$ cat src/rtl/lif_stream_loader_if.sv
// lif_stream_loader_if: job request and neuron byte-bus signals of the loader
interface lif_stream_loader_if #(parameter int N_STAGES = 5);
  localparam int INPUTS = 2 ** N_STAGES;
  logic              start;
  logic              load_weights;
  logic [INPUTS-1:0] inputs_vec;
  logic [INPUTS-1:0] weights_vec;
  logic [7:0]        run_cycles;
  logic              spike_in;
  logic [7:0]        data_out;
  logic              weights_sel;
  logic              load_n;
  logic              busy;
  logic              done;
  logic [7:0]        spike_count;
  modport master (
    output start, load_weights, inputs_vec, weights_vec, run_cycles, spike_in,
    input  data_out, weights_sel, load_n, busy, done, spike_count
  );
  modport slave (
    input  start, load_weights, inputs_vec, weights_vec, run_cycles, spike_in,
    output data_out, weights_sel, load_n, busy, done, spike_count
  );
endinterface

$ cat src/rtl/lif_stream_loader.sv
// lif_stream_loader: serialises weight/input vectors to the LIF neuron, runs it and counts spikes
module lif_stream_loader #(parameter int N_STAGES = 5) (
  input logic clk,
  input logic reset,
  lif_stream_loader_if.slave bus
);
  localparam int INPUTS = 2 ** N_STAGES;
  localparam int NB = INPUTS / 8 > 1 ? INPUTS / 8 : 1;
  localparam int CW = NB > 1 ? $clog2(NB) : 1;
  localparam logic [CW-1:0] LAST = CW'(NB - 1);
  typedef enum logic [2:0] {IDLE, LOAD_W, LOAD_X, RUN, DONE} state_t;
  state_t            state;
  logic [CW-1:0]     cnt;
  logic [7:0]        rc;
  logic [INPUTS-1:0] xv, wv;
  function automatic logic [7:0] byte_of(input logic [INPUTS-1:0] v, input logic [CW-1:0] j);
    logic [8*NB-1:0] p;
    p = '0;
    p[INPUTS-1:0] = v;
    return p[8*(NB-1-int'(j)) +: 8];
  endfunction
  // job sequencer; every output is set one edge ahead so it is registered in its own cycle
  always_ff @(posedge clk or posedge reset) begin
    if (reset) begin
      state           <= IDLE;
      cnt             <= '0;
      rc              <= '0;
      xv              <= '0;
      wv              <= '0;
      bus.data_out    <= '0;
      bus.weights_sel <= 1'b0;
      bus.load_n      <= 1'b0;
      bus.busy        <= 1'b0;
      bus.done        <= 1'b0;
      bus.spike_count <= '0;
    end else begin
      case (state)
        IDLE: if (bus.start) begin
          xv              <= bus.inputs_vec;
          wv              <= bus.weights_vec;
          rc              <= bus.run_cycles;
          cnt             <= '0;
          bus.spike_count <= '0;
          bus.busy        <= 1'b1;
          state           <= bus.load_weights ? LOAD_W : LOAD_X;
          bus.weights_sel <= bus.load_weights;
          bus.data_out    <= byte_of(bus.load_weights ? bus.weights_vec : bus.inputs_vec, '0);
        end
        LOAD_W: begin
          cnt             <= cnt == LAST ? '0 : cnt + 1'b1;
          state           <= cnt == LAST ? LOAD_X : LOAD_W;
          bus.weights_sel <= cnt != LAST;
          bus.data_out    <= cnt == LAST ? byte_of(xv, '0) : byte_of(wv, cnt + 1'b1);
        end
        LOAD_X: begin
          cnt <= cnt == LAST ? '0 : cnt + 1'b1;
          if (cnt == LAST) begin
            state        <= rc != 8'd0 ? RUN : DONE;
            bus.load_n   <= rc != 8'd0;
            bus.done     <= rc == 8'd0;
            bus.data_out <= '0;
          end else begin
            bus.data_out <= byte_of(xv, cnt + 1'b1);
          end
        end
        RUN: begin
          if (bus.spike_in && bus.spike_count != 8'hFF) bus.spike_count <= bus.spike_count + 1'b1;
          rc <= rc - 1'b1;
          if (rc == 8'd1) begin
            state      <= DONE;
            bus.load_n <= 1'b0;
            bus.done   <= 1'b1;
          end
        end
        DONE: begin
          state    <= IDLE;
          bus.done <= 1'b0;
          bus.busy <= 1'b0;
        end
        default: state <= IDLE;
      endcase
    end
  end
endmodule

$ cat src/flat_wrapper.sv
// flat-port wrapper written by rule: the top's interface ports become plain ports
module lif_stream_loader_flat 
#(parameter int N_STAGES = 5)
  (clk, reset, bus_start, bus_load_weights, bus_inputs_vec, bus_weights_vec, bus_run_cycles, bus_spike_in, bus_data_out, bus_weights_sel, bus_load_n, bus_busy, bus_done, bus_spike_count);
  lif_stream_loader_if #(.N_STAGES(N_STAGES)) bus_i ();
  input logic clk;
  input logic reset;
  input wire logic [$bits(bus_i.start)-1:0] bus_start;
  input wire logic [$bits(bus_i.load_weights)-1:0] bus_load_weights;
  input wire logic [$bits(bus_i.inputs_vec)-1:0] bus_inputs_vec;
  input wire logic [$bits(bus_i.weights_vec)-1:0] bus_weights_vec;
  input wire logic [$bits(bus_i.run_cycles)-1:0] bus_run_cycles;
  input wire logic [$bits(bus_i.spike_in)-1:0] bus_spike_in;
  output wire logic [$bits(bus_i.data_out)-1:0] bus_data_out;
  output wire logic [$bits(bus_i.weights_sel)-1:0] bus_weights_sel;
  output wire logic [$bits(bus_i.load_n)-1:0] bus_load_n;
  output wire logic [$bits(bus_i.busy)-1:0] bus_busy;
  output wire logic [$bits(bus_i.done)-1:0] bus_done;
  output wire logic [$bits(bus_i.spike_count)-1:0] bus_spike_count;
  assign bus_i.start = bus_start;
  assign bus_i.load_weights = bus_load_weights;
  assign bus_i.inputs_vec = bus_inputs_vec;
  assign bus_i.weights_vec = bus_weights_vec;
  assign bus_i.run_cycles = bus_run_cycles;
  assign bus_i.spike_in = bus_spike_in;
  assign bus_data_out = bus_i.data_out;
  assign bus_weights_sel = bus_i.weights_sel;
  assign bus_load_n = bus_i.load_n;
  assign bus_busy = bus_i.busy;
  assign bus_done = bus_i.done;
  assign bus_spike_count = bus_i.spike_count;
  lif_stream_loader #(.N_STAGES(N_STAGES)) u_core (.clk(clk), .reset(reset), .bus(bus_i));
endmodule
$ cat config.mk
export PLATFORM = sky130hd
export DESIGN_NAME = lif_stream_loader_flat
export DESIGN_NICKNAME = d
export VERILOG_FILES = /design/src/rtl/lif_stream_loader_if.sv /design/src/rtl/lif_stream_loader.sv /design/src/flat_wrapper.sv
export SDC_FILE = /design/constraint.sdc
export NUM_CORES = 1
export LEC_CHECK = 0
export ABC_AREA = 1
export ABC_CLOCK_PERIOD_IN_PS = 6500
export CORE_MARGIN = 3
export CORE_UTILIZATION = 57
export CTS_CLUSTER_DIAMETER = 120
export DETAILED_ROUTE_END_ITERATION = 7
export PLACE_DENSITY = 0.89
export SLEW_MARGIN = 10
export SYNTH_ARGS = -nofsm -noshare
export SYNTH_HDL_FRONTEND = slang
export SYNTH_SLANG_ARGS = --single-unit
$ cat constraint.sdc
create_clock -name clk -period 6.5 [get_ports clk]
set_input_delay 1.95 -clock clk [delete_from_list [all_inputs] [get_ports clk]]
set_output_delay 1.95 -clock clk [all_outputs]
set_load 0.01 [all_outputs]
-- Word level (Yosys, flattened, before mapping)
Cells that the tools add are included.
- logic and storage cells: 81
- register bits: 97
- input bits: 77
- output and inout bits: 20
- add/subtract/negate cells: 4
- equality and inequality tests: 12
- shifts and indexed selects: 2
- reductions and logical operators: 22
- muxes and demuxes: 30
- operators with widths (kind ; count):
    $shiftx 32x32->8 ; 2
    $mux 8 ; 6
    $mux 32 ; 1
    $pmux 8 s2 ; 2
    $pmux 8 s3 ; 1
    $mux 3 ; 4
    $pmux 3 s4 ; 1
    $reduce_and 2->1 ; 6
    $reduce_and 3->1 ; 4
    $reduce_bool 2->1 ; 5
    $add 8x1->8 const B ; 1
    $eq 8x1->1 const B ; 1
    $logic_not 8->1 ; 1
    $mux 2 ; 4
    $ne 8x8->1 const B ; 1
    $reduce_bool 8->1 ; 1
    $sub 8x1->8 const B ; 1
    $eq 3x2->1 const B ; 2
    $mux 1 ; 6
    $ne 2x1->1 const B ; 3
    $pmux 1 s2 ; 3
    $reduce_bool 3->1 ; 2
    $ne 2x2->1 const B ; 2
    $pmux 2 s2 ; 1
    other kinds (9) ; 9

-- Longest topological paths before layout
- depth after elaboration: 5
- mapped depth: 10
- mapped depth without buffers: 9

-- Least setup slack after synthesis
Ideal clock, no wire load.
- path type: input-to-reg
- start: in bus_start
- end: reg u_core.bus.spike_count[2]
- slack: 3.738 ns
- library setup time: 0.118 ns
- arrival time: 2.644 ns
- path buffers: 1
- data required time: 6.382 ns
- cell stages on the path: 8
- path through: inv_1 -> nor2_8 -> inv_2 -> nand2_4 -> nand2_2 -> buf_6 -> nand2_1 -> o21ai_2
- word-level cells in the longest chain between the ends: 2
- ends and longest elaborated chain (item ; line ; RTL):
    from (decl) ; flat_wrapper.sv:8 ; input wire logic [$bits(bus_i.start)-1:0] bus_start;
    $ne 2x2->1 (no source line) ; n/a ;
    $reduce_and 3->1 (no source line) ; n/a ;
    to (signal assigned) ; lif_stream_loader.sv:67 ; if (bus.spike_in && bus.spike_count != 8'hFF) bus.spike_count <= bus.spike_count + 1'b1;
    to (decl) ; lif_stream_loader_if.sv:22 ; output data_out, weights_sel, load_n, busy, done, spike_count
No other way between the ends.
A chain may end at the register's enable or synchronous reset.

-- Worst setup path after layout
Same ends and word-level chain as after synthesis.

==> flow_summary.toml <==
[run_status]
outcome = "finished clean"

[clock_network]
cts_resized = 0
clk_latency_ps = 360
post-cts-setup-buffers = 0
cts_sinks = 97
clk_pin_slew_ps = 100
cts.path.max_buffers = 2
hold_buffers = 0
cts_root_buf = "clkbuf_8"
htree_levels = 3
numCtsBuffers = 9
cts_tree = "yes"

[critical_path]
endpoint_kind = "flop"
worst-path-max-fanout = 78
path_buf_inv = 3
required_ps = 6760
crit_chain = "clkdlybuf4s50_1 > inv_1 > nor2_8 > inv_2 > nand2_4 > nand2_2 > nand2_1 > o21ai_2"
reg2reg_depth = 9
slowest_stage = "nor2_8"
crit_family = "simple AND/OR/NAND/NOR gates"
worstPathArrival_ps = 4080
timing.rr.end = "u_core.bus.data_out[0]"
ff2ff_setup_slack_ps = 3740
r2r-start = "u_core.cnt[0]"
cp_slowest_stage_delay_ps = 690
crit_path_start_kind = "input port"
critPathKind = "in -> reg"

[global_routing]
overflow = 0
antenna_found_initial = 0
grt_max_degree = 79
grt_pass1_vias = 4686
track_usage_pct = 25.85
grt_pass1_wl_um = 21330

[timing]
rsz0062_at_grt = "no"
timing.setup.tns_ps = 0
slew_violations = 0
timing.fmax_mhz = 261.9
clock_skew_ps = 12.11
fin_crit_ps = 3818
slew_headroom_pct = 37.14
worst_pin_slew_ps = 941.8
post-route-period-util_pct = 58.74
finalSetupViolCount = 0
hold_viol_final = 0

[logic_synthesis]
synth-edff-count = 0
yosysMostFrequentCell = "nand2_1"
synth_compound_area_share_pct = 10.73
ys.flop_type = "dfrtp_1"
synth_area_leaders = "dfrtp_1 (46%), nand2_1 (19%), inv_1 (7.4%), o21ai_0 (7.3%), nand3_1 (5.6%)"
async_reset_ff_share_pct = 100.0
yosysTopAreaCellShare_pct = 46.28
synth.net_count = 810
ys_ff_latch = 97
synth.largest_area_cell = "dfrtp_1"
synthAdderAreaFrac_pct = 0.9542
synthXorXnorAreaFrac_pct = 0.5010
syn_area_per_cell_sq_um = 7.195
yosysWarnings = 0
synthTopCellsByCount = "nand2_1 (265), inv_1 (104), dfrtp_1 (97)"
post_synth_num_cell_types = 30
muxShareOfSynthArea_pct = 0
synth_simple_gate_area_share_pct = 29.99
syn-cell-area_sq_um = 5245
seq_area_frac_synth_pct = 46.28
synth_top_family_by_area = "simple AND/OR/NAND/NOR gates"
syn_inst = 729

[flow_run]
maxCapViolCount = 0

[routing]
via_count = 4902
remaining_drc_errors = 0
drt_iter0_drc = 358
wl_um = 12820
dr.pass1.iters = 5
routed_via_density = 5.340
final_antenna_net_count = 0
wl_per_cell_um = 13.96

[die]
die_area_sq_um = 10390
pin_count = 97
rows = 34
fp.dieW_um = 101.9
initial_utilization_pct = 59.28
die_h_um = 101.9
core-area_sq_um = 8848

[finish]
fin_nets = 886
area_growth_pct = 21.95
drive_above_1_share_pct = 4.568
antenna_cells = 0
postLayoutCellArea_sq_um = 6396
fin_cells = 918

[place]
postPlaceCellArea_sq_um = 6168
gp_congestion = 0.9134
io_buffers = 96
dp_cells = 902
hpwl_um = 9329

[power]
power_density_nw_per_um2 = 210.9
vdd_drop_max_uv = 128.1
leakage_nw = 3.158

[hold_path]
min-delay-start = "u_core.bus.load_n"
worstHoldPathType = "reg -> reg"
whs_endpoint = "u_core.bus.load_n"
min_delay_path_depth = 2
## per-layer routing
metal,part of all wire (%),vias to the layer above,global-route usage (%),wire [um]
li1,-,2405,-,-
met1,43,2274,34.11,5467
met2,48,187,43.16,6186
met3,6.0,36,4.369,764
met4,3.1,0,9.687,401
met5,0,-,0,0
## flip-flops by register name, summed over array words and instances, names as in the netlist
signal / cells
u_core.xv: 32
u_core.bus.data_out: 8
u_core.rc: 8
u_core.wv: 32
u_core.cnt: 2
u_core.bus.weights_sel: 1
u_core.bus.done: 1
u_core.bus.spike_count: 8
u_core.bus.load_n: 1
u_core.bus.busy: 1
u_core.state: 3
## through the flow
stage	power, mW	hold slack [ps]	setup WS, ps	util, %
global route	1.418	514.1	2525	72.29
global placement	0.9083	461.9	2367	69.71
CTS	1.356	493.9	2686	72.29
finish	1.349	490.6	2682	72.29
floorplan	0.8021	457.0	2016	-
detailed placement	0.9205	471.9	2294	69.71
## layout by cell type, fill, tap and decap left out, types with 2 or more instances in the layout
| cell type | instances |
|---|---|
| buf_4 | 3 |
| o21ai_1 | 16 |
| nand3_1 | 59 |
| ha_1 | 4 |
| o22ai_1 | 2 |
| nor2_2 | 2 |
| dfrtp_1 | 97 |
| nand2_1 | 265 |
| a21oi_1 | 3 |
| nand3b_1 | 2 |
| clkbuf_8 | 10 |
| nor2_1 | 29 |
| nor2_4 | 2 |
| nand2_2 | 3 |
| o21ai_0 | 77 |
| bufinv_16 | 2 |
| inv_2 | 4 |
| xor2_1 | 3 |
| inv_1 | 103 |
| clkdlybuf4s50_1 | 96 |
| o211ai_1 | 4 |
| nand2_4 | 2 |
| clkinv_2 | 2 |
| nand4_1 | 9 |
| o21ai_2 | 2 |
## power by group
part / internal, mW / total (mW) / switching, mW
clock network: 0.229 / 0.441 / 0.212
logic: 0.118 / 0.222 / 0.104
registers: 0.648 / 0.686 / 0.0388
total: 0.994 / 1.35 / 0.355
## worst reg2reg max path, cell delays in order, from the launching register on
cell,delay (ps)
dfrtp_1,370
buf_4,260
ha_1,750
clkinv_1,630
nand3_1,290
nand2_1,110
nand2_1,70
nand3_1,70
nand2_1,60
nand2_1,50
## worst max-delay path by stage
stage	startpoint	end	cells after the start
2_1_floorplan	reset	u_core.bus.busy	1
4_1_cts	bus_start	u_core.bus.spike_count[1]	8
6_report	bus_start	u_core.bus.spike_count[2]	8
3_3_place_gp	bus_start	u_core.bus.spike_count[2]	8
5_1_grt	bus_start	u_core.bus.spike_count[5]	8
3_5_place_dp	bus_start	u_core.bus.spike_count[1]	8
## cell families after synthesis
logic type / after synthesis
adders and majority gates: 4
and+or+nand+nor: 375
xor gates and xnor gates: 3
AOI/OAI and AO/OA: 107
DFF: 97
buffers and inverters: 143
## final cells by class
cell class                      instances  area (sq um)
Multi-Input combinational cell        489          2212
Timing Repair Buffer                   99         983.4
Sequential cell                        97          2427
Fill cell                             678          2452
Inverter                              109         410.4
Clock buffer                           10         137.6
Clock inverter                          6         90.09
Tap cell                              108         135.1
No activity file was read; power rests on OpenSTA's default activity.
==> RTL edit: new RTL, config.mk and constraints unchanged <==
`N_STAGES` is set to 5 in 3 places; all go to 4.
--- a/src/rtl/lif_stream_loader_if.sv
+++ b/src/rtl/lif_stream_loader_if.sv
@@ -1,5 +1,5 @@
 // lif_stream_loader_if: job request and neuron byte-bus signals of the loader
-interface lif_stream_loader_if #(parameter int N_STAGES = 5);
+interface lif_stream_loader_if #(parameter int N_STAGES = 4);
   localparam int INPUTS = 2 ** N_STAGES;
   logic              start;
   logic              load_weights;
--- a/src/rtl/lif_stream_loader.sv
+++ b/src/rtl/lif_stream_loader.sv
@@ -1,5 +1,5 @@
 // lif_stream_loader: serialises weight/input vectors to the LIF neuron, runs it and counts spikes
-module lif_stream_loader #(parameter int N_STAGES = 5) (
+module lif_stream_loader #(parameter int N_STAGES = 4) (
   input logic clk,
   input logic reset,
   lif_stream_loader_if.slave bus
--- a/src/flat_wrapper.sv
+++ b/src/flat_wrapper.sv
@@ -1,6 +1,6 @@
 // flat-port wrapper written by rule: the top's interface ports become plain ports
 module lif_stream_loader_flat 
-#(parameter int N_STAGES = 5)
+#(parameter int N_STAGES = 4)
   (clk, reset, bus_start, bus_load_weights, bus_inputs_vec, bus_weights_vec, bus_run_cycles, bus_spike_in, bus_data_out, bus_weights_sel, bus_load_n, bus_busy, bus_done, bus_spike_count);
   lif_stream_loader_if #(.N_STAGES(N_STAGES)) bus_i ();
   input logic clk;
Interface: changed (resized bus_inputs_vec and bus_weights_vec); port bits go from 97 to 65. The function was not compared with the original's and may differ.
==> RTL edit against the original RTL <==
  * Clock power shrank 54%
  * Global-route usage increased by 0.094 points
  * Sequential power down 44%
  * Final area down 41%
  * Total power is 48% lower
  * Wire length decreased by 40%
  * Worst setup slack gained 0.32 ns
  * Final cell count down 40%
  * Area after synthesis down 42%
  * Sequential cell count fell by 41
  * Non-clock buffer count decreased by 34
==> RTL edit: results (changes against the original RTL) <==
Yosys warnings: 0 (unchanged)
number of buffers created by CTS: 5 (was 9)
CP peak stage delay: 0.55 ns (was 0.69 ns)
min-delay worst type: register to register (unchanged)
# H-tree levels: 2 (was 3)
DPL Wire Length: 5.49 mm (was 9.33 mm)
Cells after DPL: 541 (was 902)
# diodes: 0 (unchanged)
CP Max Fanout: 47 (was 78)
Skew-Pair Late Insertion Delay: 0.31 ns (was 0.36 ns)
origin of the critical flop-to-flop path: u_core.state[2] (was u_core.cnt[0])
number of global-route vias before repair: 2,890 (was 4,686)
max reg flops: 16
drt pass-1 iters: 5 (unchanged)
Peak VDD IR: 161 uV (was 128 uV)
Biggest register: u_core.xv
Commonest cells post-synth: nand2_1, dfrtp_1, o21ai_0 (was nand2_1, inv_1, dfrtp_1)
Netlist cell types: 30 (unchanged)
DRT iter0 DRCs: 270 (was 358)
synth top area cells: dfrtp_1, nand2_1, o21ai_0 (was dfrtp_1, nand2_1, inv_1)
Async S/R FF share, synth: 1.00 (unchanged)
global-route wire length before repair: 12.9 mm (was 21.3 mm)
Syn Nets: 471 (was 810)
Synth Instances: 423 (was 729)
Leak: 1.86 nW (was 3.16 nW)
skew final: 0.00746 ns (was 0.0121 ns)
placed cell areas: 0.00370 sq mm (was 0.00617 sq mm)
met1 Use GR: 0.329 (was 0.341)
deepest clock path buffer count: 2 (unchanged)
initial antenna violation count: 0 (unchanged)
nets@finish: 529 (was 886)
area grow syn2layout: 24.4% (was 21.9%)
port bufs: 64 (was 96)
hold path start: u_core.bus.done (was u_core.bus.load_n)
RePlAce Congestion: 0.895 (was 0.913)
M2 GR Usage: 0.450 (was 0.432)
met3 GRT Util: 0.0488 (was 0.0437)
Post CTS Setup Buffer Count: 0 (unchanged)
Critical Path AT: 3.73 ns (was 4.08 ns)
Layout fillers: 415 (was 678)
share of layout cells above drive strength 1: 0.0602 (was 0.0457)
Root Buffer: clkbuf_8 (unchanged)
slew margin rel.: 0.519 (was 0.371)
slowest CP cell: inv_2 (was nor2_8)
drt via density: 5.39 (was 5.34)
Post-Place Worst Slack: 2.70 ns (was 2.29 ns)
vias: 2,957 (was 4,902)
status: completed (unchanged)
pin count of the biggest net entering global routing: 57 (was 79)
DRT Wirelength: 7.63 mm (was 12.8 mm)
CTS resizes: 0 (unchanged)
Critical path origin: bus_start (unchanged)
GRT Util Overall: 0.259 (was 0.258)
register area share after synthesis: 0.459 (was 0.463)
RTL edit: final cells by class:
class / instances / share of cell area
Clock buffer: 7 / 0.0227
Clock inverter: 1 / 0.00198
Inverter: 42 / 0.0419
Multi-Input combinational cell: 311 / 0.371
Sequential cell: 56 / 0.369
Tap cell: 67 / 0.0221
Timing Repair Buffer: 65 / 0.171
RTL edit: per-layer routing:
metal / vias up / part of all wire / wire length [um]
met2: 112 / 0.51 / 3880
met5: - / 0 / 0
met4: 0 / 0.015 / 111
li1: 1439 / - / -
met3: 12 / 0.055 / 419
met1: 1394 / 0.42 / 3210
RTL edit: final timing paths:
check	end	slack, ns	cells after the start
min in group asynchronous	u_core.bus.data_out[1]	2.14	3
worst max register to register	u_core.bus.spike_count[1]	4.34	8
worst max-delay path	u_core.bus.weights_sel	3.00	5
worst min register to register	u_core.bus.done	0.48	2
worst min-delay path	u_core.bus.done	0.48	2
max in group asynchronous	u_core.wv[7]	3.87	3
RTL edit: power by group:
part	internal (mW)	leakage, nW	switching, mW
sequential	0.362	0.698	0.0219
clock	0.0870	0.0445	0.114
combinational	0.0669	1.12	0.0531
RTL edit: cells by family after synthesis:
kind of cell,share of synthesized area
buf+inv,0.0787
fa+ha+maj,0.0123
compound gates,0.0882
flops,0.459
simple gates,0.353
xor+xnor,0.00862
RTL edit: worst max-delay path, delay by kind of cell:
family / cells / cell delay, ns
simple gates: 1 / 0.43
buf+inv: 2 / 1.07
compound gates: 2 / 0.26
